File: src/rtl/bus_rr_switch_pkg.sv
// Shared types and helpers for the round-robin bus switch.
// Holds the arbiter state enum, width helpers and the rr winner search.
package bus_switch_pkg;

  typedef enum logic {IDLE, BUSY} state_t;

  localparam int MAX_DRVRS = 16;
  localparam int IDX_W = $clog2(MAX_DRVRS);
  localparam int ADDR_W_DEF = 8;
  localparam logic [ADDR_W_DEF-1:0] BROADCAST_DEF = '1;

  function automatic int cnt_w(input int depth);
    return $clog2(depth + 1);
  endfunction

  // Unused request bits are zero, so a mod-16 search equals mod-DRVRS.
  function automatic logic [IDX_W-1:0] next_rr(
    input logic [MAX_DRVRS-1:0] req,
    input logic [IDX_W-1:0] last
  );
    logic [IDX_W-1:0] idx;
    next_rr = last;
    for (int i = MAX_DRVRS; i >= 1; i--) begin
      idx = last + IDX_W'(i);
      if (req[idx]) next_rr = idx;
    end
  endfunction

endpackage

File: src/rtl/bus_rr_switch_if.sv
// Driver/receiver bundle of the round-robin bus switch.
// master = environment side, slave = switch side.
interface bus_rr_switch_if #(
  parameter int PCKG_SZ = 16,
  parameter int DRVRS = 4
);
  logic [DRVRS-1:0]              push;
  logic [DRVRS-1:0][PCKG_SZ-1:0] din;
  logic [DRVRS-1:0]              full;
  logic [DRVRS-1:0]              ovf;
  logic [PCKG_SZ-1:0]            dout;
  logic [DRVRS-1:0]              out_valid;
  logic [DRVRS-1:0]              out_ready;
  logic                          bad_addr;

  modport master (
    output push, din, out_ready,
    input  full, ovf, dout, out_valid, bad_addr
  );

  modport slave (
    input  push, din, out_ready,
    output full, ovf, dout, out_valid, bad_addr
  );
endinterface

File: src/rtl/bus_sync_fifo.sv
// Per-driver synchronous FIFO, any depth >= 2.
// Head word is visible on dout whenever the FIFO is not empty.
module bus_sync_fifo
  import bus_switch_pkg::*;
#(
  parameter int WIDTH = 16,
  parameter int DEPTH = 10
) (
  input  logic                    clk,
  input  logic                    reset,
  input  logic                    push,
  input  logic                    pop,
  input  logic [WIDTH-1:0]        din,
  output logic [WIDTH-1:0]        dout,
  output logic                    full,
  output logic                    empty,
  output logic [cnt_w(DEPTH)-1:0] count
);
  localparam int CW = cnt_w(DEPTH);
  localparam int PW = $clog2(DEPTH);

  logic [WIDTH-1:0] mem_q [DEPTH];
  logic [PW-1:0]    wr_q, rd_q;
  logic [CW-1:0]    cnt_q;
  logic             do_wr, do_rd;

  assign full  = (cnt_q == CW'(DEPTH));
  assign empty = (cnt_q == '0);
  assign count = cnt_q;
  assign dout  = mem_q[rd_q];
  assign do_wr = push & ~full;
  assign do_rd = pop & ~empty;

  always_ff @(posedge clk) begin
    if (do_wr) mem_q[wr_q] <= din;
  end

  always_ff @(posedge clk) begin
    if (reset) begin
      wr_q  <= '0;
      rd_q  <= '0;
      cnt_q <= '0;
    end else begin
      if (do_wr)
        wr_q <= (wr_q == PW'(DEPTH-1)) ? '0 : wr_q + PW'(1);
      if (do_rd)
        rd_q <= (rd_q == PW'(DEPTH-1)) ? '0 : rd_q + PW'(1);
      cnt_q <= cnt_q + CW'(do_wr) - CW'(do_rd);
    end
  end
endmodule

File: src/rtl/bus_rr_switch.sv
// Round-robin multi-driver bus switch with per-driver FIFOs,
// unicast/broadcast decode and a ready/valid receive side.
module bus_rr_switch
  import bus_switch_pkg::*;
#(
  parameter int PCKG_SZ = 16,
  parameter int DRVRS = 4,
  parameter int FIFO_DEPTH = 10,
  parameter int ADDR_W = ADDR_W_DEF,
  parameter logic [ADDR_W-1:0] BROADCAST = {ADDR_W{1'b1}}
) (
  input logic           clk,
  input logic           reset,
  bus_rr_switch_if.slave bus
);
  localparam int CW = cnt_w(FIFO_DEPTH);

  logic [DRVRS-1:0]              empty_w, full_w, pop;
  logic [DRVRS-1:0][PCKG_SZ-1:0] head;
  logic [DRVRS-1:0][CW-1:0]      fifo_cnt;
  logic                          unused_cnt;

  state_t             state_q, state_d;
  logic [IDX_W-1:0]   last_q, last_d;
  logic [PCKG_SZ-1:0] dout_q, dout_d;
  logic [DRVRS-1:0]   valid_q, valid_d;
  logic               bad_q, bad_d;
  logic [DRVRS-1:0]   ovf_q;

  logic [MAX_DRVRS-1:0] req;
  logic [PCKG_SZ-1:0]   hd;
  int                   g, dst;

  assign unused_cnt = ^fifo_cnt;

  for (genvar i = 0; i < DRVRS; i++) begin : g_fifo
    bus_sync_fifo #(
      .WIDTH(PCKG_SZ),
      .DEPTH(FIFO_DEPTH)
    ) u_fifo (
      .clk  (clk),
      .reset(reset),
      .push (bus.push[i]),
      .pop  (pop[i]),
      .din  (bus.din[i]),
      .dout (head[i]),
      .full (full_w[i]),
      .empty(empty_w[i]),
      .count(fifo_cnt[i])
    );
  end

  always_comb begin
    state_d = state_q;
    last_d  = last_q;
    dout_d  = dout_q;
    valid_d = valid_q;
    bad_d   = 1'b0;
    pop     = '0;
    req     = '0;
    req[DRVRS-1:0] = ~empty_w;
    g   = int'(next_rr(req, last_q));
    hd  = '0;
    for (int j = 0; j < DRVRS; j++)
      if (j == g) hd = head[j];
    dst = int'(hd[PCKG_SZ-1 -: ADDR_W]);
    unique case (state_q)
      IDLE: begin
        if (|req) begin
          for (int j = 0; j < DRVRS; j++)
            pop[j] = (j == g);
          last_d = IDX_W'(g);
          if (dst < DRVRS) begin
            for (int j = 0; j < DRVRS; j++)
              valid_d[j] = (j == dst);
            dout_d  = hd;
            state_d = BUSY;
          end else if (hd[PCKG_SZ-1 -: ADDR_W] == BROADCAST) begin
            for (int j = 0; j < DRVRS; j++)
              valid_d[j] = (j != g);
            dout_d  = hd;
            state_d = BUSY;
          end else begin
            bad_d = 1'b1;
          end
        end
      end
      BUSY: begin
        // Whole-set completion only; partial readiness is ignored.
        if ((valid_q & ~bus.out_ready) == '0) begin
          valid_d = '0;
          state_d = IDLE;
        end
      end
      default: state_d = IDLE;
    endcase
  end

  always_ff @(posedge clk) begin
    if (reset) begin
      state_q <= IDLE;
      last_q  <= IDX_W'(DRVRS-1);
      dout_q  <= '0;
      valid_q <= '0;
      bad_q   <= 1'b0;
      ovf_q   <= '0;
    end else begin
      state_q <= state_d;
      last_q  <= last_d;
      dout_q  <= dout_d;
      valid_q <= valid_d;
      bad_q   <= bad_d;
      ovf_q   <= bus.push & full_w;
    end
  end

  assign bus.full      = full_w;
  assign bus.ovf       = ovf_q;
  assign bus.dout      = dout_q;
  assign bus.out_valid = valid_q;
  assign bus.bad_addr  = bad_q;
endmodule

File: src/flat_wrapper.sv
// flat-port wrapper written by rule: the top's interface ports become plain ports
module bus_rr_switch_flat import bus_switch_pkg::*;
#(
  parameter int PCKG_SZ = 16,
  parameter int DRVRS = 4,
  parameter int FIFO_DEPTH = 10,
  parameter int ADDR_W = ADDR_W_DEF,
  parameter logic [ADDR_W-1:0] BROADCAST = {ADDR_W{1'b1}}
)
  (clk, reset, bus_push, bus_din, bus_out_ready, bus_full, bus_ovf, bus_dout, bus_out_valid, bus_bad_addr);
  bus_rr_switch_if #(.PCKG_SZ(PCKG_SZ), .DRVRS(DRVRS)) bus_i ();
  input logic clk;
  input logic reset;
  input wire logic [$bits(bus_i.push)-1:0] bus_push;
  input wire logic [$bits(bus_i.din)-1:0] bus_din;
  input wire logic [$bits(bus_i.out_ready)-1:0] bus_out_ready;
  output wire logic [$bits(bus_i.full)-1:0] bus_full;
  output wire logic [$bits(bus_i.ovf)-1:0] bus_ovf;
  output wire logic [$bits(bus_i.dout)-1:0] bus_dout;
  output wire logic [$bits(bus_i.out_valid)-1:0] bus_out_valid;
  output wire logic [$bits(bus_i.bad_addr)-1:0] bus_bad_addr;
  assign bus_i.push = bus_push;
  assign bus_i.din = bus_din;
  assign bus_i.out_ready = bus_out_ready;
  assign bus_full = bus_i.full;
  assign bus_ovf = bus_i.ovf;
  assign bus_dout = bus_i.dout;
  assign bus_out_valid = bus_i.out_valid;
  assign bus_bad_addr = bus_i.bad_addr;
  bus_rr_switch #(.PCKG_SZ(PCKG_SZ), .DRVRS(DRVRS), .FIFO_DEPTH(FIFO_DEPTH), .ADDR_W(ADDR_W), .BROADCAST(BROADCAST)) u_core (.clk(clk), .reset(reset), .bus(bus_i));
endmodule
File: config.mk
export PLATFORM = sky130hd
export DESIGN_NAME = bus_rr_switch_flat
export DESIGN_NICKNAME = d
export VERILOG_FILES = /design/src/rtl/bus_rr_switch_pkg.sv /design/src/rtl/bus_rr_switch_if.sv /design/src/rtl/bus_sync_fifo.sv /design/src/rtl/bus_rr_switch.sv /design/src/flat_wrapper.sv
export SDC_FILE = /design/constraint.sdc
export NUM_CORES = 1
export LEC_CHECK = 0
export CORE_UTILIZATION = 56
export DETAILED_ROUTE_END_ITERATION = 12
export GPL_TIMING_DRIVEN = 0
export PLACE_DENSITY = 0.71
export SLEW_MARGIN = 15
export SYNTH_ARGS = -nofsm -noshare
export SYNTH_HDL_FRONTEND = slang
export SYNTH_HIERARCHICAL = 1
export SYNTH_SLANG_ARGS = --single-unit
File: constraint.sdc
create_clock -name clk -period 6.3 [get_ports clk]
set_input_delay 0.63 -clock clk [delete_from_list [all_inputs] [get_ports clk]]
set_output_delay 0.63 -clock clk [all_outputs]
set_load 0.02 [all_outputs]
Word-level counts from Yosys, hierarchy flattened

Memory sizes are Yosys's and may differ from the RTL's. A register that Yosys moved wholly into a read port is not among the register bits.
Cells that the tools add are included.

Add/sub/neg operators: 31
Reductions and logical operators: 14
Shift-type cells: 0
Order comparisons: 16
Mux-type cells: 88
Bitwise logic cells: 22
Equality and inequality tests: 25
Divide/modulo/power cells: 0
Multipliers: 0

Operators by type and width:

| operator                                                             | number |
|---|---|
| 4-bit 2-to-1 mux                                                     | 37 |
| 16-bit 2-to-1 mux                                                    | 6 |
| 4-bit by 5-bit < comparator with 1-bit output, second input constant | 15 |
| 1-bit binary-select mux with 4-bit select                            | 15 |
| 4-bit equality test, second input constant                           | 12 |
| 4-bit by 1-bit adder with 4-bit output, second input constant        | 9 |
| 4-bit adder, second input constant                                   | 8 |
| 1-bit 2-to-1 mux                                                     | 28 |
| 4-bit logical NOT                                                    | 6 |
| 4-bit by 1-bit adder with 4-bit output                               | 4 |
| 4-bit by 3-bit adder with 4-bit output, second input constant        | 4 |
| 3-bit by 8-bit equality test with 1-bit output, first input constant | 2 |
| 4-bit by 1-bit subtractor with 4-bit output                          | 4 |
| 1-bit inverter                                                       | 10 |
| 4-bit by 2-bit adder with 4-bit output, second input constant        | 2 |
| 1-bit bitwise AND                                                    | 8 |
| 4-bit bitwise AND                                                    | 2 |
| 2-bit by 8-bit equality test with 1-bit output, first input constant | 1 |
| 3-bit by 4-bit equality test with 1-bit output, first input constant | 2 |
| 8-bit equality test, second input constant                           | 1 |
| 8-bit logical NOT                                                    | 1 |
| 8-bit by 3-bit < comparator with 1-bit output, second input constant | 1 |
| 3-bit by 4-bit != test with 1-bit output, first input constant       | 2 |
| 4-bit inverter                                                       | 2 |
| other kinds (12)                                                     | 14 |

Flip-flop bits (word level): 78
Bits in latches: 0
Memories kept: 4
Output and inout port bits: 29
Bits of input ports: 74
Bits in read-only memories: 0
Logic and storage cells: 218
Bits in writable memories: 640

Memories:

| name                          | depth | width | read ports | clocked after memory_dff | write ports | line                | text |
|---|---|---|---|---|---|---|---|
| u_core.g_fifo[0].u_fifo.mem_q | 10    | 16    | 1          | 1                        | 1           | bus_sync_fifo.sv:22 | `logic [WIDTH-1:0] mem_q [DEPTH];` |
| u_core.g_fifo[1].u_fifo.mem_q | 10    | 16    | 1          | 1                        | 1           | bus_sync_fifo.sv:22 |  |
| u_core.g_fifo[2].u_fifo.mem_q | 10    | 16    | 1          | 1                        | 1           | bus_sync_fifo.sv:22 |  |
| u_core.g_fifo[3].u_fifo.mem_q | 10    | 16    | 1          | 1                        | 1           | bus_sync_fifo.sv:22 |  |

Depth between registers and ports, before layout

Word-level depth: 29
Gate-level depth with buffers: 22
Depth with buffers taken out: 20

Modules after synthesis

Netlist, hierarchy kept.

By module, submodules not included:

| module                                      | cells an instance | times used | area each (µm²) | seq. area each (µm²) |
|---|---|---|---|---|
| bus_sync_fifo (u_core.g_fifo[0].u_fifo ...) | 415               | 2          | 7021.7          | 5124.9 |
| bus_sync_fifo (u_core.g_fifo[3].u_fifo)     | 415               | 1          | 7031.7          | 5124.9 |
| bus_sync_fifo (u_core.g_fifo[2].u_fifo)     | 415               | 1          | 7019.2          | 5124.9 |
| bus_rr_switch                               | 304               | 1          | 2611.3          | 600.6 |

Worst setup path after synthesis

OpenSTA, ideal clock, no wires.

Path kind: reg-to-reg
Start point: reg u_core.last_q[1]
End point: reg u_core.g_fifo[3].u_fifo.cnt_q[2]
Library setup time: 0.128 ns
Buffers on the path: 3
Path slack: 1.535 ns
Arrival: 4.637 ns
Required time: 6.172 ns
Clock period less this slack: 4.765 ns
Stages on the path, launching flop included: 21
Path through: dfxtp_1 clkbuf_1 inv_1 ha_1 mux4_2 nor2_1 a22o_1 a2bb2oi_1 nor3_1 a211oi_4 buf_6 clkbuf_1 nand2b_1 nor2_1 and2_1 ha_1 inv_1 ha_1 fa_1 xnor2_1 nor2_1

Longest elaborated chain between the ends: 23
Elaborated cells between the ends (all ways): 65
Classes of those cells: add/sub: 16; eq/ne: 1; mux: 47; bitwise: 1

RTL lines:

| element                                            | line                    | text |
|---|---|---|
| start, declared                                    | bus_rr_switch.sv:24     | `logic [IDX_W-1:0] last_q, last_d;` |
| start signal, assigned                             | bus_rr_switch.sv:102    | `last_q <= IDX_W'(DRVRS-1);` |
| start signal, assigned                             | bus_rr_switch.sv:109    | `last_q <= last_d;` |
| 4-bit adder                                        | bus_rr_switch_pkg.sv:24 | `idx = last + IDX_W'(i);` |
| 1-bit binary-select mux with 4-bit select          | bus_rr_switch_pkg.sv:25 | `if (req[idx]) next_rr = idx;` |
| 1-bit 2-to-1 mux (implied by the code)             | bus_rr_switch_pkg.sv:25 |  |
| 4-bit 2-to-1 mux (14 in series)                    | bus_rr_switch_pkg.sv:25 |  |
| 4-bit 2-to-1 mux (*)                               | bus_rr_switch_pkg.sv:25 |  |
| 3-bit by 4-bit equality test with 1-bit output (*) | bus_rr_switch.sv:71     | `pop[j] = (j == g);` |
| 4-bit 2-to-1 mux (*)                               | bus_rr_switch.sv:69     | `if (\|req) begin` |
| 4-bit 2-to-1 mux (*)                               | bus_rr_switch.sv:67     | `unique case (state_q)` |
| net u_core.pop[3]                                  | bus_rr_switch.sv:18     | `logic [DRVRS-1:0] empty_w, full_w, pop;` |
| 1-bit bitwise AND (*)                              | bus_sync_fifo.sv:32     | `assign do_rd = pop & ~empty;` |
| 4-bit by 1-bit subtractor with 4-bit output (*)    | bus_sync_fifo.sv:48     | `cnt_q <= cnt_q + CW'(do_wr) - CW'(do_rd);` |
| end signal, assigned                               | bus_sync_fifo.sv:48     |  |
| end, declared                                      | bus_sync_fifo.sv:24     | `logic [CW-1:0] cnt_q;` |

Mark *: on every way through the listed nets, which the timed path passes. The rest lies on a longest branch. The select of a mux whose other input is x is not followed.
A chain may end at the register's enable or synchronous reset.

Worst setup path in the final report

Start point: reg u_core.last_q[1]
End point: reg u_core.g_fifo[0].u_fifo.cnt_q[1]

Longest elaborated chain between the ends: 23
Elaborated cells between the ends (all ways): 65
Classes of those cells: add/sub: 16; mux: 47; bitwise: 1; reduce/logical: 1

RTL lines:

| element                                         | line |
|---|---|
| 4-bit adder                                     | bus_rr_switch_pkg.sv:24 |
| 1-bit binary-select mux with 4-bit select       | bus_rr_switch_pkg.sv:25 |
| 1-bit 2-to-1 mux (implied by the code)          | bus_rr_switch_pkg.sv:25 |
| 4-bit 2-to-1 mux (14 in series)                 | bus_rr_switch_pkg.sv:25 |
| 4-bit 2-to-1 mux (*)                            | bus_rr_switch_pkg.sv:25 |
| 4-bit logical NOT (*)                           | bus_rr_switch.sv:71 |
| 4-bit 2-to-1 mux (*)                            | bus_rr_switch.sv:69 |
| 4-bit 2-to-1 mux (*)                            | bus_rr_switch.sv:67 |
| net u_core.pop[0]                               | bus_rr_switch.sv:18 |
| 1-bit bitwise AND (*)                           | bus_sync_fifo.sv:32 |
| 4-bit by 1-bit subtractor with 4-bit output (*) | bus_sync_fifo.sv:48 |
| end signal, assigned                            | bus_sync_fifo.sv:48 |
| end, declared                                   | bus_sync_fifo.sv:24 |

Marks and branches as above.

==> insert_results.sql <==
INSERT INTO impl_metrics (metric_group, metric, value, unit) VALUES
('status', 'outcome', 'finished clean', ''),
('timing', 'final-setup-viol-count', '0', ''),
('timing', 'timing.max_slew.rel_slack', '40.2', '%'),
('cts', 'clk_pin_slew', '0.06', 'ns'),
('global_route', 'wire_length_of_the_first_global_routing_pass', '106000', 'um'),
('critical_path', 'worst-endpoint-arrival', '6.35', 'ns'),
('critical_path', 'critical_path.startpoint', 'u_core/last_q[1]', ''),
('die', 'fp.coreArea', '54000', 'um2'),
('power_and_ir_drop', 'total_leakage_power', '11.8', 'nW'),
('cells_and_area', 'multiInputGateArea', '8850', 'um2'),
('synthesis', 'dominant_combinational_cell_family_by_area_after_synthesis', 'multiplexers', ''),
('cells_and_area', 'final_nets', '2309', ''),
('power_and_ir_drop', 'powerDensity', '411', 'nW/um2'),
('global_route', 'grt_pass1_vias', '17800', ''),
('cts', 'post_cts_hold_buffer_count', '0', ''),
('cells_and_area', 'n_antenna_cell', '0', ''),
('die', 'std_cell_rows', '85', ''),
('synthesis', 'mappedNetlistNets', '2073', ''),
('synthesis', 'synthArstFlopShare', '0', '%'),
('critical_path', 'slowest_stage', 'sky130_fd_sc_hd__ha_1', ''),
('timing', 'fmax_achieved', '170', 'MHz'),
('global_route', 'initial_antenna_violation_count', '2', ''),
('timing', 'period_share', '93.4', '%'),
('timing', 'timing.clock.skew', '0.0178', 'ns'),
('place', 'gp_routability_congestion', '0.884', ''),
('cells_and_area', 'area_growth_syn_to_layout', '16.1', '%'),
('critical_path', 'r2r_setup_slack', '0.42', 'ns'),
('place', 'post-place-ws', '0.231', 'ns'),
('route', 'drt-total-wl', '69200', 'um'),
('die', 'initial_utilization', '56.8', '%'),
('synthesis', 'synthesis.area', '30700', 'um2'),
('global_route', 'grt.overflow.total', '0', ''),
('route', 'drc', '0', ''),
('cts', 'tritoncts_clock_tree', 'yes', ''),
('cts', 'max-clock-path-buffers', '3', ''),
('timing', 'slew_viol_final', '0', ''),
('synthesis', 'synthFlopType', 'sky130_fd_sc_hd__edfxtp_1', ''),
('timing', 'fin_tns_setup', '0', 'ns'),
('cells_and_area', 'register_area', '21100', 'um2'),
('cts', 'cts_buffers', '74', ''),
('timing', 'rsz0062_at_grt', 'false', ''),
('power_and_ir_drop', 'max-vdd-ir-drop', '0.371', 'mV'),
('die', 'die_w', '236', 'um'),
('cells_and_area', 'drive_gt1_share', '21.3', '%'),
('synthesis', 'synth_sequential_area_ratio', '68.7', '%'),
('run', 'number_of_violations_of_the_max_capacitance_limit', '0', ''),
('synthesis', 'synth_compound_area_share', '7.57', '%'),
('cts', 'worstSkewPairLatency', '0.61', 'ns'),
('place', 'port_buffers', '102', ''),
('synthesis', 'yosysTopAreaCell', 'sky130_fd_sc_hd__edfxtp_1', ''),
('route', 'drt_via_density', '6.02', ''),
('cells_and_area', 'layout.filler_cells', '3778', ''),
('critical_path', 'cpPeakStageDelay', '0.55', 'ns'),
('cts', 'ctsRootBufferMaster', 'sky130_fd_sc_hd__clkbuf_16', ''),
('die', 'floorplan.die.height', '236', 'um'),
('place', 'placedCellCount', '2818', ''),
('min_path', 'hold_path_startpoint', 'u_core/bus.dout[10]', ''),
('route', 'detail_route.iter0.violations', '1378', ''),
('global_route', 'grt_max_degree', '17', ''),
('synthesis', 'synth_area_in_xor_xnor', '0.941', '%'),
('synthesis', 'number_of_enable_type_register_cells_in_the_synthesized_netlist', '640', ''),
('synthesis', 'synthesis.yosys.warnings', '6', ''),
('die', 'io-pin-count', '103', ''),
('synthesis', 'post_synth_mux_area_share', '12.6', '%'),
('critical_path', 'worst_path_most_repeated_cell', 'sky130_fd_sc_hd__ha_1', ''),
('synthesis', 'synth_top_area_share', '62.6', '%'),
('die', 'die-area', '55800', 'um2'),
('global_route', 'global_route.usage.total', '25.1', '%'),
('critical_path', 'timing.setup.critical_path_class', 'reg -> reg', ''),
('critical_path', 'worstReg2RegStart', 'u_core/last_q[1]', ''),
('timing', 'timing.final.ws_setup', '0.418', 'ns');
==> cells in the mapped netlist, types with 16 or more instances <==
master                     count
sky130_fd_sc_hd__edfxtp_1    640
sky130_fd_sc_hd__mux2_2      193
sky130_fd_sc_hd__mux2i_1     159
sky130_fd_sc_hd__nand2_1     115
sky130_fd_sc_hd__dfxtp_1      94
sky130_fd_sc_hd__o21ai_1      60
sky130_fd_sc_hd__nor2_1       59
sky130_fd_sc_hd__a22oi_1      52
sky130_fd_sc_hd__o221ai_1     50
sky130_fd_sc_hd__clkbuf_1     47
sky130_fd_sc_hd__inv_1        41
sky130_fd_sc_hd__a21oi_1      40
sky130_fd_sc_hd__nor3_1       33
sky130_fd_sc_hd__ha_1         31
sky130_fd_sc_hd__xnor2_1      21
sky130_fd_sc_hd__o22ai_1      19
sky130_fd_sc_hd__nand2b_1     18
sky130_fd_sc_hd__nor2b_1      18
sky130_fd_sc_hd__buf_2        17
sky130_fd_sc_hd__buf_6        16
==> final timing paths <==
check	cells after the start	to
worst max-delay path	19	u_core/g_fifo[0].u_fifo/count[1]
worst min-delay path	1	u_core/bus.dout[10]
worst max register to register	19	u_core/g_fifo[0].u_fifo/count[1]
worst min register to register	1	u_core/bus.dout[10]
==> per-stage QoR <==
stage,hold slack (ns),power [mW],cell area (um2),util (%)
final,0.460,14.6,35600,66.0
after global routing,0.479,15.2,35600,66.0
after CTS,0.466,14.6,35600,65.9
after detailed placement,0.452,10.4,33300,61.6
after global placement,0.448,10.2,32600,60.3
after floorplan,0.485,8.99,30700,-
==> per-layer routing <==
metal / global-route usage [%] / vias up / share of wire [%]
met5: 0 / - / 0.039
li1: - / 8138 / -
met1: 33.7 / 8964 / 42
met4: 9.45 / 4 / 3.2
met2: 40.8 / 563 / 48
met3: 4.80 / 129 / 6.4
==> cell families (layout without fill, tap and decap cells) <==
| family | after synthesis | count (layout) |
|---|---|---|
| flops | 734 | 734 |
| mux | 357 | 357 |
| simple gates | 338 | 338 |
| compound gates | 324 | 324 |
| buf+inv | 143 | 438 |
| fa+ha+maj | 35 | 35 |
| xor+xnor | 33 | 33 |
==> area by class of cell <==
cell class                      count  area share (%)
Inverter                           42           0.442
Timing Repair Buffer              160            4.34
Buffer                            101            2.16
Sequential cell                   734            59.2
Clock buffer                      105            6.03
Tap cell                          696            2.44
Multi-Input combinational cell   1087            24.8
Clock inverter                     30           0.565
==> worst max-delay path: cells and delay by family (launching register included) <==
kind | cells | cell delay, ns
flops | 1 | 0.47
buf+inv | 5 | 1.50
simple gates | 7 | 1.44
fa+ha+maj | 4 | 1.37
compound gates | 2 | 0.61
mux | 1 | 0.34
==> state kept, by name, indices dropped and copies added, names as in the netlist, named ones only <==
name                        count
u_core/g_fifo.u_fifo/count     16
u_core/bus.bad_addr             1
u_core/state_q                  1
u_core/g_fifo.u_fifo/mem_q    640
u_core/g_fifo.u_fifo/wr_q      16
u_core/g_fifo.u_fifo/rd_q      16
u_core/bus.ovf                  4
u_core/last_q                   4
u_core/bus.dout                16
u_core/bus.out_valid            4
==> report_power, final <==
group	leakage, nW	switching (mW)	total (mW)	internal [mW]
registers	6.57	0.160	5.70	5.54
clock network	1.16	1.78	4.24	2.46
logic	4.04	2.71	4.69	1.99
Power figures use the tool's default switching activity.
